## config.mk

```make
export PLATFORM = sky130hd
export DESIGN_NAME = delay_pe
export DESIGN_NICKNAME = d
export VERILOG_FILES = /design/src/rtl/delay_pe_pkg.sv /design/src/rtl/delay_pe_buf.sv /design/src/rtl/delay_pe.sv
export SDC_FILE = /design/constraint.sdc
export NUM_CORES = 1
export LEC_CHECK = 0
export BUFFER_PORTS_ARGS = -buffer_cell sky130_fd_sc_hd__buf_2
export CORE_UTILIZATION = 60
export DETAILED_ROUTE_END_ITERATION = 12
export GPL_ROUTABILITY_DRIVEN = 1
export PLACE_DENSITY = 0.78
export SLEW_MARGIN = 20
export SYNTH_ARGS = -nofsm -noshare
export SYNTH_HDL_FRONTEND = slang
export SYNTH_SLANG_ARGS = --single-unit
```

## constraint.sdc

```tcl
create_clock -name clk -period 5 [get_ports clk]
set_input_delay 0.5 -clock clk [delete_from_list [all_inputs] [get_ports clk]]
set_output_delay 0.5 -clock clk [all_outputs]
set_load 0.05 [all_outputs]
```

## src/rtl/delay_pe_pkg.sv

```systemverilog
// Shared types and helpers for the delay PE: FSM encoding, delay-field width, delay clamp.
// Pure declarations; no logic, latency or flow control of its own.
package delay_pe_pkg;

  typedef enum logic {
    ST_RUN  = 1'b0,
    ST_FILL = 1'b1
  } state_t;

  function automatic int dly_width(input int max_delay);
    return $clog2(max_delay + 1);
  endfunction

  function automatic int clamp_delay(input int req, input int max_delay);
    if (req < 1) return 1;
    if (req > max_delay) return max_delay;
    return req;
  endfunction

endpackage

```

## src/rtl/delay_pe_buf.sv

```systemverilog
// Circular {valid, data} store with write pointer, offset read port and bulk valid clear.
// Read is combinational from storage; no backpressure, en=0 freezes pointer and contents.
module delay_pe_buf import delay_pe_pkg::*; #(
  parameter int DEPTH = 16,
  parameter int W     = 8,
  parameter int DLY_W = dly_width(DEPTH)
) (
  input  logic             clk,
  input  logic             rstn,
  input  logic             en,
  input  logic             clr,
  input  logic             wr_vld,
  input  logic [W-1:0]     wr_dat,
  input  logic [DLY_W-1:0] rd_dly,
  output logic             rd_vld,
  output logic [W-1:0]     rd_dat
);

  localparam int PTR_W = $clog2(DEPTH);

  logic [PTR_W-1:0] wptr_q, wptr_d;
  logic [PTR_W-1:0] rd_off, rd_idx;
  logic [DEPTH-1:0] vld_q, vld_d;
  logic [W-1:0]     dat_q [DEPTH];
  logic [W-1:0]     dat_d [DEPTH];

  always_comb begin
    wptr_d = wptr_q;
    vld_d  = vld_q;
    dat_d  = dat_q;
    if (clr) vld_d = '0;
    // the write lands after the clear so a sample taken on the flush edge survives
    if (en) begin
      vld_d[wptr_q] = wr_vld;
      dat_d[wptr_q] = wr_dat;
      wptr_d = (wptr_q == PTR_W'(DEPTH - 1)) ? '0 : wptr_q + PTR_W'(1);
    end
  end

  always_comb begin
    rd_off = PTR_W'(rd_dly - DLY_W'(1));
    rd_idx = wptr_q - rd_off + ((wptr_q < rd_off) ? PTR_W'(DEPTH) : '0);
  end

  always_ff @(posedge clk or negedge rstn) begin
    if (!rstn) begin
      wptr_q <= '0;
      vld_q  <= '0;
      for (int i = 0; i < DEPTH; i++) dat_q[i] <= '0;
    end else begin
      wptr_q <= wptr_d;
      vld_q  <= vld_d;
      dat_q  <= dat_d;
    end
  end

  assign rd_vld = vld_q[rd_idx];
  assign rd_dat = dat_q[rd_idx];

endmodule

```

## src/rtl/delay_pe.sv

```systemverilog
// Runtime-programmable delay PE: NUM_CH lanes plus valid delayed by D enabled clocks (1..MAX_DELAY).
// Latency D enabled clocks, registered outputs; no backpressure, en=0 stalls everything, cfg_load flushes.
module delay_pe import delay_pe_pkg::*; #(
  parameter int NUM_CH        = 2,
  parameter int DATA_W        = 4,
  parameter int MAX_DELAY     = 16,
  parameter int DEFAULT_DELAY = 10,
  parameter int DLY_W         = dly_width(MAX_DELAY)
) (
  input  logic                     clk,
  input  logic                     rstn,
  input  logic                     en,
  input  logic                     cfg_load,
  input  logic [DLY_W-1:0]         cfg_delay,
  input  logic                     in_valid,
  input  logic [NUM_CH*DATA_W-1:0] in_data,
  output logic                     out_valid,
  output logic [NUM_CH*DATA_W-1:0] out_data,
  output logic                     busy
);

  localparam int W = NUM_CH * DATA_W;

  state_t           state_q, state_d;
  logic [DLY_W-1:0] dly_q, dly_d, dly_new;
  logic [DLY_W-1:0] fill_q, fill_d;
  logic             out_vld_q, out_vld_d;
  logic [W-1:0]     out_dat_q, out_dat_d;
  logic             src_vld, rd_vld;
  logic [W-1:0]     src_dat, rd_dat;

  delay_pe_buf #(
    .DEPTH (MAX_DELAY),
    .W     (W),
    .DLY_W (DLY_W)
  ) u_buf (
    .clk    (clk),
    .rstn   (rstn),
    .en     (en),
    .clr    (cfg_load),
    .wr_vld (in_valid),
    .wr_dat (in_data),
    .rd_dly (dly_q),
    .rd_vld (rd_vld),
    .rd_dat (rd_dat)
  );

  always_comb begin
    dly_new = DLY_W'(clamp_delay(int'(cfg_delay), MAX_DELAY));
    dly_d   = cfg_load ? dly_new : dly_q;

    // D=1 is a plain register: the sample being written goes straight to the output
    if (dly_d == DLY_W'(1)) begin
      src_vld = in_valid;
      src_dat = in_data;
    end else begin
      src_vld = rd_vld & ~cfg_load;
      src_dat = rd_dat;
    end

    out_vld_d = out_vld_q;
    out_dat_d = out_dat_q;
    if (en) begin
      out_vld_d = src_vld;
      out_dat_d = src_vld ? src_dat : '0;
    end else if (cfg_load) begin
      out_vld_d = 1'b0;
      out_dat_d = '0;
    end

    state_d = state_q;
    fill_d  = fill_q;
    if (cfg_load) begin
      state_d = ST_FILL;
      fill_d  = '0;
    end else if (en && state_q == ST_FILL) begin
      fill_d = fill_q + DLY_W'(1);
      if (fill_d >= dly_q - DLY_W'(1)) state_d = ST_RUN;
    end
  end

  always_ff @(posedge clk or negedge rstn) begin
    if (!rstn) begin
      state_q   <= ST_RUN;
      dly_q     <= DLY_W'(DEFAULT_DELAY);
      fill_q    <= '0;
      out_vld_q <= 1'b0;
      out_dat_q <= '0;
    end else begin
      state_q   <= state_d;
      dly_q     <= dly_d;
      fill_q    <= fill_d;
      out_vld_q <= out_vld_d;
      out_dat_q <= out_dat_d;
    end
  end

  assign out_valid = out_vld_q;
  assign out_data  = out_dat_q;
  assign busy      = (state_q == ST_FILL);

endmodule

```

# --- Word-level counts from Yosys, hierarchy flattened ---
# Cells that the tools add are included.
word_totals:
  ff_bits: 168
  elab_cells: 83
classes:
  n_reduce_logical: 7
  mux: 34
  bitwise_logic: 4
  n_addsub: 4
  n_eq_ne: 2
  n_lt_le_gt_ge: 9
ops:
  columns: ["cell", "n"]
  rows:
  - ["bitwise mux 128 bit", 1]
  - ["2-to-1 mux 8 bit", 7]
  - ["binary-select mux 8 bit (select 4 bit)", 1]
  - ["demux 8 bit (select 4 bit)", 1]
  - ["2-to-1 mux 16 bit", 2]
  - ["2-to-1 mux 5 bit", 6]
  - ["bitwise mux 16 bit", 1]
  - ["2-to-1 mux 1 bit", 12]
  - ["greater-or-equal comparator 5 bit, second input constant", 2]
  - ["< comparator 4 x 5 -> 1 bit, second input constant", 2]
  - ["< comparator 5 x 1 -> 1 bit, second input constant", 2]
  - ["inverter 4 -> 5 bit", 2]
  - ["nonzero test 2 bit", 3]
  - ["adder 5 x 1 -> 5 bit, second input constant", 1]
  - ["== test 5 x 1 -> 1 bit, second input constant", 1]
  - ["greater-or-equal comparator 5 bit", 1]
  - ["greater-than comparator 5 bit, second input constant", 1]
  - ["subtractor 5 x 1 -> 5 bit, second input constant", 1]
  - ["adder 4 x 1 -> 4 bit, second input constant", 1]
  - ["binary-select mux 1 bit (select 4 bit)", 1]
  - ["demux 1 bit (select 4 bit)", 1]
  - ["== test 4 bit, second input constant", 1]
  - ["greater-or-equal comparator 4 x 1 -> 1 bit, second input constant", 1]
  - ["2-to-1 mux 4 bit", 1]
  - ["5 further kinds", 7]

# --- Longest topological paths before layout ---
# Gate-level depths: netlist of the first run.
depth:
  ltp_word: 10
  ltp_mapped: 12

# --- Cells and area by module ---
# From an unflattened synthesis of the first run, not the netlist that was laid out.
unflattened:
  cells_unflattened: 576
  area_unflattened_um2: 8171.6
modules_own_cells:
  columns: ["module", "seq_area_each_um2", "area_each_um2", "instances", "cells_each"]
  rows:
  - ["delay_pe_buf", 3703.6, 6942.9, 1, 454]
  - ["delay_pe", 503.0, 1228.7, 1, 122]

# --- Least setup slack after synthesis of the first run ---
# OpenSTA, ideal clock, no wires.
synth_path:
  path_type: "flip-flop to flip-flop"
  from: "register dly_q[1]"
  to: "register out_dat_q[6] (netlist: out_data[6])"
  setup_slack_ns: 1.815
  n_path_buf: 2
  arrival_time_ns: 3.058
  stages_incl_launch_ff: 11
  setup_ns: 0.127
  t_required_ns: 4.873
  path_cell_list: "dfstp_2 > inv_1 > ha_1 > inv_1 > fa_1 > clkbuf_1 > clkbuf_1 > mux4_2 > mux2_4 > a222oi_1 > o21ai_1"
synth_between:
  elab_chain_cells: 9
  elab_cells_between_ends: 15
  cone_classes: "add/sub: 2; eq/ne: 1; mux: 10; bitwise: 2"
synth_lines:
  columns: ["element", "line_no", "source"]
  rows:
  - ["start, declared", "delay_pe.sv:25", "logic [DLY_W-1:0] dly_q, dly_d, dly_new;"]
  - ["start signal, assigned", "delay_pe.sv:85", "dly_q <= DLY_W'(DEFAULT_DELAY);"]
  - ["start signal, assigned", "delay_pe.sv:91", "dly_q <= dly_d;"]
  - ["subtractor 5 x 1 -> 5 bit", "delay_pe_buf.sv:41", "rd_off = PTR_W'(rd_dly - DLY_W'(1));"]
  - ["subtractor 4 bit", "delay_pe_buf.sv:42", "rd_idx = wptr_q - rd_off + ((wptr_q < rd_off) ? PTR_W'(DEPTH) : '0);"]
  - ["inverter 4 -> 5 bit (implied by the code)", "delay_pe_buf.sv:58", "assign rd_dat = dat_q[rd_idx];"]
  - ["binary-select mux 8 bit (select 4 bit)", "delay_pe_buf.sv:58", null]
  - ["2-to-1 mux 8 bit (implied by the code) (2 in a row)", "delay_pe_buf.sv:58", null]
  - ["2-to-1 mux 8 bit", "delay_pe.sv:53", "if (dly_d == DLY_W'(1)) begin"]
  - ["2-to-1 mux 8 bit *", "delay_pe.sv:65", "out_dat_d = src_vld ? src_dat : '0;"]
  - ["2-to-1 mux 8 bit *", "delay_pe.sv:63", "if (en) begin"]
  - ["end signal, assigned", "delay_pe.sv:94", "out_dat_q <= out_dat_d;"]
  - ["end, declared", "delay_pe.sv:28", "logic [W-1:0] out_dat_q, out_dat_d;"]
# Every way passes the cells marked *; elsewhere a longest branch is shown, timed or not. The select of a mux whose other input is x is not followed.
# A chain may end at the register's enable or synchronous reset.

# --- Final worst setup path of the first run ---
layout_path:
  from: "register dly_q[1]"
  to: "register out_dat_q[1] (netlist: out_data[1])"
# Same word-level chain as after synthesis.

==> flow_summary.json, run 1 <==
{
  "netlist_instances": 554,
  "finalSetupViolCount": 0,
  "yosysTopAreaCell": "dfrtp_1",
  "yosys_warnings": 0,
  "syn_area_per_cell_um2": 14.4,
  "syn-num-nets": 587,
  "status": "complete, but fails checks",
  "cts_inserted_buffers": 17,
  "start_util_pct": 62.3,
  "slew_headroom_pct": 31.8,
  "ys_seq_elements": 168,
  "synth.distinct_cells": 42,
  "coreArea_mm2": 0.0128,
  "met1_usage_pct": 35.5,
  "num_rows": 41,
  "dieWidth_um": 117,
  "hold_viol_final": 7,
  "cp_data_required_time_ns": 5.30,
  "drt_pre_antenna_iters": 7,
  "grt-ovfl-total": 0,
  "fin_crit_sh_pct": 73.1,
  "cts_buffer_depth": 2,
  "track_usage_pct": 27.8,
  "clock_latency_ns": 0.43,
  "area_growth_pct": 11.3,
  "finClkSkew_ns": 0.00807,
  "die_h_um": 117,
  "synth_area_mm2": 0.00795,
  "grt_pass1_vias": 5135,
  "powerDensity_mw_per_mm2": 678,
  "path_cells": "inv_1 > ha_1 > inv_1 > fa_2 > buf_4 > mux4_2 > mux2_2 > a222oi_1 > o21ai_1",
  "whs_ns": -0.0107,
  "drive_above_1_share_pct": 28.3,
  "yosys-top-cells-area": "dfrtp_1 (52%), mux2_1 (13%), mux4_2 (10%), mux2_2 (7.6%), ha_1 (2.2%)",
  "seq_area_frac_synth_pct": 52.9,
  "cpMostUsedCell": "inv_1",
  "ant_nets": 0,
  "cap_violations": 0,
  "htreeDepth": 4,
  "slew_viol_final": 0,
  "io_pins": 28,
  "reg2reg_slack_ns": 1.35,
  "clock_sinks": 168,
  "failed_checks": "negative hold slack",
  "crit_path_start": "dly_q[1]",
  "cts_root_buffer": "clkbuf_16",
  "fin_area_mm2": 0.00885,
  "cts_tree": "built",
  "drc": 0,
  "grt_max_degree": 70,
  "critPathTopFamily": "adder cells",
  "grt_util_met3_pct": 7.67,
  "cts_hold_buffers": 0,
  "fin_setup_tns_ns": 0,
  "die_area_mm2": 0.0137,
  "cts_setup_buffers": 0,
  "post-dp-hpwl_mm": 10.8,
  "grt.met2_usage_pct": 46.9,
  "r2r_start": "dly_q[1]",
  "max_freq_ghz": 0.274,
  "path_buf_inv": 3,
  "end_kind": "register",
  "via_per_inst": 6.40,
  "gp_congestion": 0.783,
  "rsz0062_at_grt": "no",
  "tightest_slew_ns": 1.02,
  "top_usage_layer": "met2",
  "crit_path_start_kind": "register",
  "wl_mm": 17.0,
  "r2r_cells": 9,
  "cp_slowest_stage_delay_ns": 1.16,
  "num_antenna_cells": 0,
  "crit_fanout": 30,
  "cts.clk_slew.worst_paths_ns": 0.06,
  "fin_crit_ns": 3.65,
  "antenna_found_initial": 0,
  "ctsResizeCount": 0,
  "portBuffers": 27,
  "critPathKind": "register to register",
  "leakage_nw": 3.96,
  "crit_arrival_ns": 3.96,
  "grt_pass1_wl_mm": 27.3,
  "place_area_mm2": 0.00825,
  "nNetsFinal": 610,
  "yosysTopAreaCellShare_pct": 52.2,
  "min_path_type": "input port to async pin",
  "worstReg2RegEnd": "out_data[1]",
  "drtIter0Drc": 445,
  "vdd_ir_drop_max_uv": 420,
  "vias": 4873,
  "wl_per_cell_um": 22.3,
  "cp_slowest_cell": "fa_2"
}
[final cells by class]
cell class / count / area (µm²)
inverters: 9 / 33.8
multi-input cells: 347 / 3600
flip-flops and latches: 168 / 4210
repair buffers: 34 / 194
well taps: 172 / 215
fillers: 869 / 3920
clock inverters: 12 / 148
clock buffers: 20 / 457
[cell families after synthesis]
| kind of cell | synth area share, % |
|---|---|
| adder cells (fa/ha/maj) | 2.45 |
| flip-flops | 52.9 |
| multiplexers | 31.2 |
| buffers and inverters | 2.00 |
| AO/OA/AOI/OAI | 4.33 |
| XOR/XNOR | 1.53 |
| AND/OR/NAND/NOR | 5.65 |
[stage by stage]
step	setup slack (ns)	std cells	total power, mW	utilization, %
3_5_place_dp	1.40	730	4.66	64.6
6_report	1.35	762	6.01	69.3
4_1_cts	1.36	762	6.02	69.3
5_1_grt	1.22	762	6.29	69.3
3_3_place_gp	1.47	730	4.54	64.6
2_1_floorplan	1.81	554	4.03	-
[cells in the mapped netlist]
cell type / count
xnor2_1: 5
buf_2: 4
fa_1: 1
xor3_2: 1
mux2i_1: 3
nand3b_1: 12
inv_2: 1
mux2_2: 54
buf_1: 2
nor2_1: 5
nor4_1: 1
o41ai_1: 1
a21o_1: 3
ha_1: 14
nor3_1: 1
nand4b_1: 2
nor4bb_1: 1
mux4_2: 36
a32o_1: 1
xor2_1: 6
o21ai_1: 31
nand2_1: 26
inv_1: 8
mux2_4: 1
mux2_1: 90
and2_1: 1
o21ai_0: 4
nor2b_1: 5
or3_1: 2
nand2b_1: 5
a21oi_1: 6
dfrtp_1: 166
clkbuf_1: 23
buf_6: 1
a32oi_1: 1
a222oi_1: 8
nor3b_1: 1
dfstp_2: 2
a22o_1: 1
nand4_1: 4
nor3_2: 4
nand3_1: 10
[where the power goes]
part | switching [mW] | leakage (nW) | internal [mW]
logic | 1.13 | 1.53 | 1.32
clock network | 0.526 | 0.296 | 0.810
registers | 0.317 | 2.13 | 1.90
[sequential cells by signal, summed over array words and instances, names as in the netlist]
register / cells
out_data: 8
dly_q: 5
out_valid: 1
u_buf.dat_q: 128
busy: 1
u_buf.vld_q: 16
u_buf.wptr_q: 4
fill_q: 5
[layer usage]
metal  vias up  share of wire (%)
met5         -                  0
met2       166                 51
met3        23                5.6
met1      2572                 43
li1       2112                  -
met4         0                1.4
[cells in the final DEF (no fill, tap or decap), types with 3 or more instances in the layout]
| cell | n |
|---|---|
| mux2_2 | 54 |
| inv_1 | 8 |
| a21o_1 | 3 |
| nor2_1 | 5 |
| nor3_2 | 4 |
| buf_4 | 7 |
| nand3_1 | 10 |
| o21ai_0 | 4 |
| nand2b_1 | 5 |
| dfrtp_1 | 166 |
| o21ai_1 | 31 |
| nand3b_1 | 12 |
| mux2_1 | 90 |
| mux2i_1 | 3 |
| bufinv_16 | 3 |
| nor2b_1 | 5 |
| xnor2_1 | 5 |
| clkbuf_16 | 17 |
| buf_2 | 26 |
| clkinv_2 | 5 |
| mux4_2 | 36 |
| nand2_1 | 26 |
| nand4_1 | 4 |
| a222oi_1 | 8 |
| a21oi_1 | 6 |
| xor2_1 | 6 |
| ha_1 | 13 |
[how the worst max path moves through the flow]
stage / end / cells past startpoint / slack, ns
after CTS: out_data[1] / 9 / 1.36
after detailed placement: out_data[6] / 10 / 1.40
final: out_data[1] / 9 / 1.35
after global routing: out_data[6] / 10 / 1.22
after floorplan: out_data[6] / 10 / 1.81
after global placement: out_data[7] / 10 / 1.47
Note: power is estimated with default switching activity, not from simulation.
==> run 2, diff against run 1 <==
CORE_UTILIZATION = 56   (was 60)
PLACE_DENSITY = 0.76   (was 0.78)
clock period = 3 ns   (was 5 ns; I/O delays follow)
==> run 2 against run 1 <==
The flow still finishes with violations (negative hold slack). Fmax increased by 23%. Sequential power increased by 64%. Count of clock-buffer cells in the layout decreased by 1. Register-to-register slack got worse by 1.3 ns. Critical endpoint is now out_data[0]. Largest cell class unchanged.
==> flow_summary.json, run 2 (synthesized netlist as in run 1, its figures left out) <==
{
  "status": "complete, but fails checks",
  "failed_checks": "negative hold slack",
  "largest_reg_flops": 128,
  "fin_crit_ns": 2.97,
  "fin_crit_sh_pct": 99.1,
  "cts.clk_slew.worst_paths_ns": 0.06,
  "crit_fanout": 10,
  "io_pins": 28,
  "grt_max_degree": 106,
  "mostFrequentLayoutCells": "dfrtp_1 (166), mux2_1 (89), mux2_2 (54)",
  "clock_sinks": 168,
  "critPathKind": "register to register",
  "htreeDepth": 4,
  "grt_pass1_vias": 5129,
  "post-dp-hpwl_mm": 11.0,
  "cp_data_required_time_ns": 3.31,
  "cts_buffer_depth": 2,
  "whs_ns": -0.00325,
  "end_kind": "register",
  "vias": 4900,
  "ant_nets": 0,
  "r2r_start": "dly_q[1]",
  "area_growth_pct": 14.4,
  "die_h_um": 121,
  "reg2reg_slack_ns": 0.03,
  "num_antenna_cells": 0,
  "wl_mm": 17.5,
  "fin_area_mm2": 0.00910,
  "start_util_pct": 57.3,
  "gp_congestion": 0.792,
  "num_rows": 43,
  "drt_pre_antenna_iters": 7,
  "powerDensity_mw_per_mm2": 1130,
  "cts_root_buffer": "clkbuf_16",
  "cts_inserted_buffers": 17,
  "slew_headroom_pct": 35.6,
  "drive_above_1_share_pct": 31.9,
  "final_common_cell": "dfrtp_1",
  "die_area_mm2": 0.0147,
  "r2r_cells": 10,
  "tightest_slew_ns": 0.966,
  "drc": 0,
  "slew_viol_final": 0,
  "grt-ovfl-total": 0,
  "crit_arrival_ns": 3.28,
  "crit_path_start_kind": "register",
  "path_cells": "inv_2 > ha_4 > inv_1 > fa_2 > buf_12 > clkbuf_16 > mux4_2 > mux2_1 > a222oi_1 > o21ai_2",
  "track_usage_pct": 26.0,
  "min_path_type": "input port to async pin",
  "hold_viol_final": 3,
  "via_per_inst": 6.22,
  "drtIter0Drc": 391,
  "cp_slowest_stage_delay_ns": 0.62,
  "rsz0062_at_grt": "yes",
  "cap_violations": 0,
  "coreArea_mm2": 0.0139,
  "grt_pass1_wl_mm": 28.2,
  "finalSetupViolCount": 0,
  "finClkSkew_ns": 0.0119,
  "portBuffers": 27,
  "place_area_mm2": 0.00839,
  "finalPower_mw": 10.3,
  "max_freq_ghz": 0.336,
  "worstReg2RegEnd": "out_data[0]",
  "largest-register": "u_buf.dat_q",
  "leakage_nw": 4.07,
  "vdd_ir_drop_max_uv": 602,
  "cp_slowest_cell": "fa_2",
  "dieWidth_um": 121,
  "clock_latency_ns": 0.43,
  "wl_per_cell_um": 22.3,
  "cts_tree": "built",
  "antenna_found_initial": 0,
  "nNetsFinal": 628
}
## run 2: cell types whose count changed in the layout (fill, tap and decap cells not counted), moves of 2 or more
cell,previous run,this run
buf_12,0,4
buf_4,7,18
bufinv_16,3,1
clkinv_2,5,2
clkinv_4,0,4
clkinvlp_4,2,5
ha_1,13,11
ha_4,0,2
o21ai_1,31,29
o21ai_2,0,2
## run 2: final cells by class
type / instances / area [µm²]
Clock buffer: 19 / 453
Sequential cell: 168 / 4210
Inverter: 9 / 38.8
Tap cell: 180 / 225
Fill cell: 997 / 4780
Clock inverter: 13 / 121
Multi-Input combinational cell: 347 / 3640
Timing Repair Buffer: 52 / 408
## run 2: timing repair
action / CTS / global route
gates resized for setup: 2 / 12
setup buffers: 0 / 5
setup endpoints to repair: 3 / 8
pin swaps: 0 / 7
hold buffers: 0 / 0
cloned: 0 / 1
## run 2: metrics by stage
stage / setup TNS (ns) / std cells / setup WS [ns] / utilization [%]
global placement: 0 / 750 / 0.0947 / 60.4
detailed placement: 0 / 750 / 0.0252 / 60.4
global route: -0.216 / 788 / -0.0393 / 65.5
floorplan: 0 / 554 / 0.0795 / -
CTS: 0 / 782 / 0.0140 / 64.6
finish: 0 / 788 / 0.0273 / 65.5
## run 2: layer usage
metal / vias up / global-route usage, % / share of wire, %
met2: 117 / 41.7 / 49
met5: - / 0 / 0
met4: 0 / 9.80 / 1.9
li1: 2153 / - / -
met1: 2601 / 35.3 / 45
met3: 29 / 5.26 / 4.4
## run 2: how the worst max path moves through the flow
stage                     cells past startpoint      from     endpoint
after floorplan                              10  dly_q[1]  out_data[6]
after global placement                        9  dly_q[1]  out_data[4]
after detailed placement                     11  dly_q[1]  out_data[0]
after CTS                                    11  dly_q[1]  out_data[5]
after global routing                         11  dly_q[1]  out_data[3]
final                                        10  dly_q[1]  out_data[0]
## run 2: critical path: cells and delay by family (launching register included)
family | cells | cell delay, ns
adder cells (fa/ha/maj) | 2 | 0.88
multiplexers | 2 | 0.63
flip-flops | 1 | 0.55
buffers and inverters | 4 | 0.41
AO/OA/AOI/OAI | 2 | 0.38
## run 2: report_power, final
group | switching (mW) | internal, mW | total, mW
sequential | 0.485 | 3.17 | 3.65
combinational | 2.03 | 2.53 | 4.55
clock | 0.915 | 1.19 | 2.11
==> run 3, diff against run 2 <==
CTS_CLUSTER_SIZE = 14   (was not set)
SYNTH_HIERARCHICAL = 1   (was not set)
==> run 3 against run 2 <==
The flow now finishes without violations. Critical path depth rose by 2. Clock skew fell by 0.0072 ns. Cell count increased by 1.5%. Core utilization is 0.17 points lower. Power fell by 0.94%. Count of clock-buffer cells in the layout grew 2. Global-route usage shrank 0.11 points. Sequential power hardly changed. Register-to-register slack gained 0.098 ns. Flip-flop and latch count stayed put. Routed wire length is 2.7% higher. Fmax up 3.4%.
==> flow_summary.json, run 3 <==
{
  "nNetsFinal": 641,
  "yosys-top-cells-area": "dfrtp_1 (51%), mux2_2 (18%), mux4_2 (9.9%), mux2i_1 (5.4%), ha_1 (2.3%)",
  "syn-num-nets": 610,
  "crit_path_start_kind": "register",
  "drtIter0Drc": 358,
  "num_rows": 43,
  "wl_per_cell_um": 22.5,
  "placedCellCount": 762,
  "fin_crit_ns": 2.87,
  "portBuffers": 27,
  "yosys-top-cells-count": "dfrtp_1 (166), mux2_2 (129), mux2i_1 (44), mux4_2 (36), nand2_1 (24)",
  "crit_arrival_ns": 3.15,
  "syn_area_per_cell_um2": 14.2,
  "io_pins": 28,
  "hold_viol_final": 0,
  "post-dp-hpwl_mm": 12.0,
  "place_ws_ns": 0.107,
  "die_area_mm2": 0.0151,
  "finalSetupViolCount": 0,
  "cts.clk_slew.worst_paths_ns": 0.06,
  "clock_latency_ns": 0.43,
  "drc": 0,
  "mostFrequentLayoutCells": "dfrtp_1 (166), mux2_2 (129), mux2i_1 (44)",
  "critPathKind": "register to register",
  "seq_area_frac_synth_pct": 51.5,
  "place_area_mm2": 0.00847,
  "antenna_found_initial": 0,
  "end_kind": "register",
  "grt_pass1_wl_mm": 28.0,
  "tightest_slew_ns": 0.783,
  "finalPower_mw": 10.2,
  "status": "finished clean",
  "grt_max_degree": 73,
  "fin_area_mm2": 0.00918,
  "ant_nets": 0,
  "synth_edf_count": 0,
  "area_growth_pct": 12.3,
  "die_h_um": 123,
  "ys_seq_elements": 168,
  "yosysMostFrequentCell": "dfrtp_1",
  "via_per_inst": 6.20,
  "coreArea_mm2": 0.0140,
  "drt_pre_antenna_iters": 6,
  "fin_setup_tns_ns": 0,
  "fin_crit_sh_pct": 95.8,
  "leakage_nw": 4.21,
  "synthArstFlopShare_pct": 100,
  "synth_ff_type": "dfrtp_1",
  "htreeDepth": 4,
  "max_freq_ghz": 0.348,
  "cts_root_buffer": "clkbuf_16",
  "synth.distinct_cells": 40,
  "powerDensity_mw_per_mm2": 1110,
  "synth_area_mm2": 0.00817,
  "largest-register": "u_buf/dat_q",
  "cts_buffer_depth": 2,
  "wl_mm": 18.0,
  "drive_above_1_share_pct": 42.4,
  "yosys_warnings": 6,
  "slew_viol_final": 0,
  "gp_congestion": 0.769,
  "cap_violations": 0,
  "grt_pass1_vias": 5049,
  "crit_fanout": 5,
  "yosysTopAreaCellShare_pct": 50.8,
  "cp_data_required_time_ns": 3.28,
  "final_util_pct": 65.4,
  "vdd_ir_drop_max_uv": 661,
  "min_path_type": "input port to register",
  "whs_ns": 0.138,
  "num_antenna_cells": 0,
  "vias": 4961,
  "largest_reg_flops": 128,
  "finClkSkew_ns": 0.00469,
  "final_common_cell": "dfrtp_1",
  "rsz0062_at_grt": "no",
  "netlist_instances": 576,
  "clock_sinks": 168,
  "cts_tree": "built",
  "cts_inserted_buffers": 17,
  "yosysTopAreaCell": "dfrtp_1",
  "track_usage_pct": 25.9,
  "start_util_pct": 58.2,
  "layout.cells.non_filler": 800,
  "slew_headroom_pct": 47.8,
  "grt-ovfl-total": 0,
  "dieWidth_um": 123,
  "final.setup.worst_slack_ns": 0.125
}
run 3: changes by cell type after synthesis, moves of 13 or more:
cell     change
a21oi_1     +17
mux2_1      -90
mux2_2      +75
mux2i_1     +41
o21ai_0     +13
o21ai_1     -31
run 3: worst paths after layout:
kind,start,endpoint,slack (ns),cells after the start
worst max register to register,dly_q[1],out_data[5],0.13,12
worst max-delay path,dly_q[1],out_data[5],0.13,12
max in group asynchronous,rstn,u_buf/dat_q[18],1.60,3
min in group asynchronous,rstn,u_buf/vld_q[4],0.45,2
worst min register to register,u_buf/dat_q[70],u_buf/dat_q[70],0.50,1
worst min-delay path,cfg_delay[3],dly_q[3],0.14,3
run 3: critical path, stage by stage (launching register included):
cell and delay, ns:
dfstp_2 0.56, ha_4 0.20, inv_2 0.06, ha_4 0.12, inv_2 0.03, fa_2 0.42, xor2_4 0.18, xnor2_4 0.24
mux2i_1 0.24, mux2i_1 0.12, and3b_2 0.31, a21oi_2 0.16, mux2i_1 0.09
run 3: per-layer routing:
layer | wire length [µm] | vias to the layer above | GRT usage (%)
met2 | 9410 | 95 | 43.7
met5 | 0 | - | 0
met4 | 388 | 0 | 10.1
li1 | - | 2162 | -
met3 | 630 | 30 | 5.11
met1 | 7590 | 2674 | 33.0
run 3: timing repair:
item                       CTS  global route
setup buffers                0             4
hold buffers                 1             0
gates resized for setup      0            15
setup endpoints to repair    0             9
hold endpoints to repair    67             0
run 3: cells by family (layout without fill, tap and decap cells):
group	count (synthesis)	count (layout)	synth area share, %
AO/OA/AOI/OAI	45	45	3.00
AND/OR/NAND/NOR	79	80	5.59
flip-flops	168	168	51.5
multiplexers	209	209	33.1
adder cells (fa/ha/maj)	16	16	2.54
buffers and inverters	46	89	2.68
XOR/XNOR	13	13	1.62
run 3: report_power, final:
group	internal (mW)	leakage [nW]	switching, mW
sequential	3.16	2.13	0.489
clock	1.24	0.287	0.914
combinational	2.39	1.79	2.01
run 3: final cells by class:
type / count / area [µm²]
clock buffer: 21 / 480
clock inverter: 11 / 111
fill: 984 / 4860
inverter: 12 / 45.0
multi-input combinational: 363 / 3830
sequential: 168 / 4210
tap: 180 / 225
timing repair buffer: 45 / 283
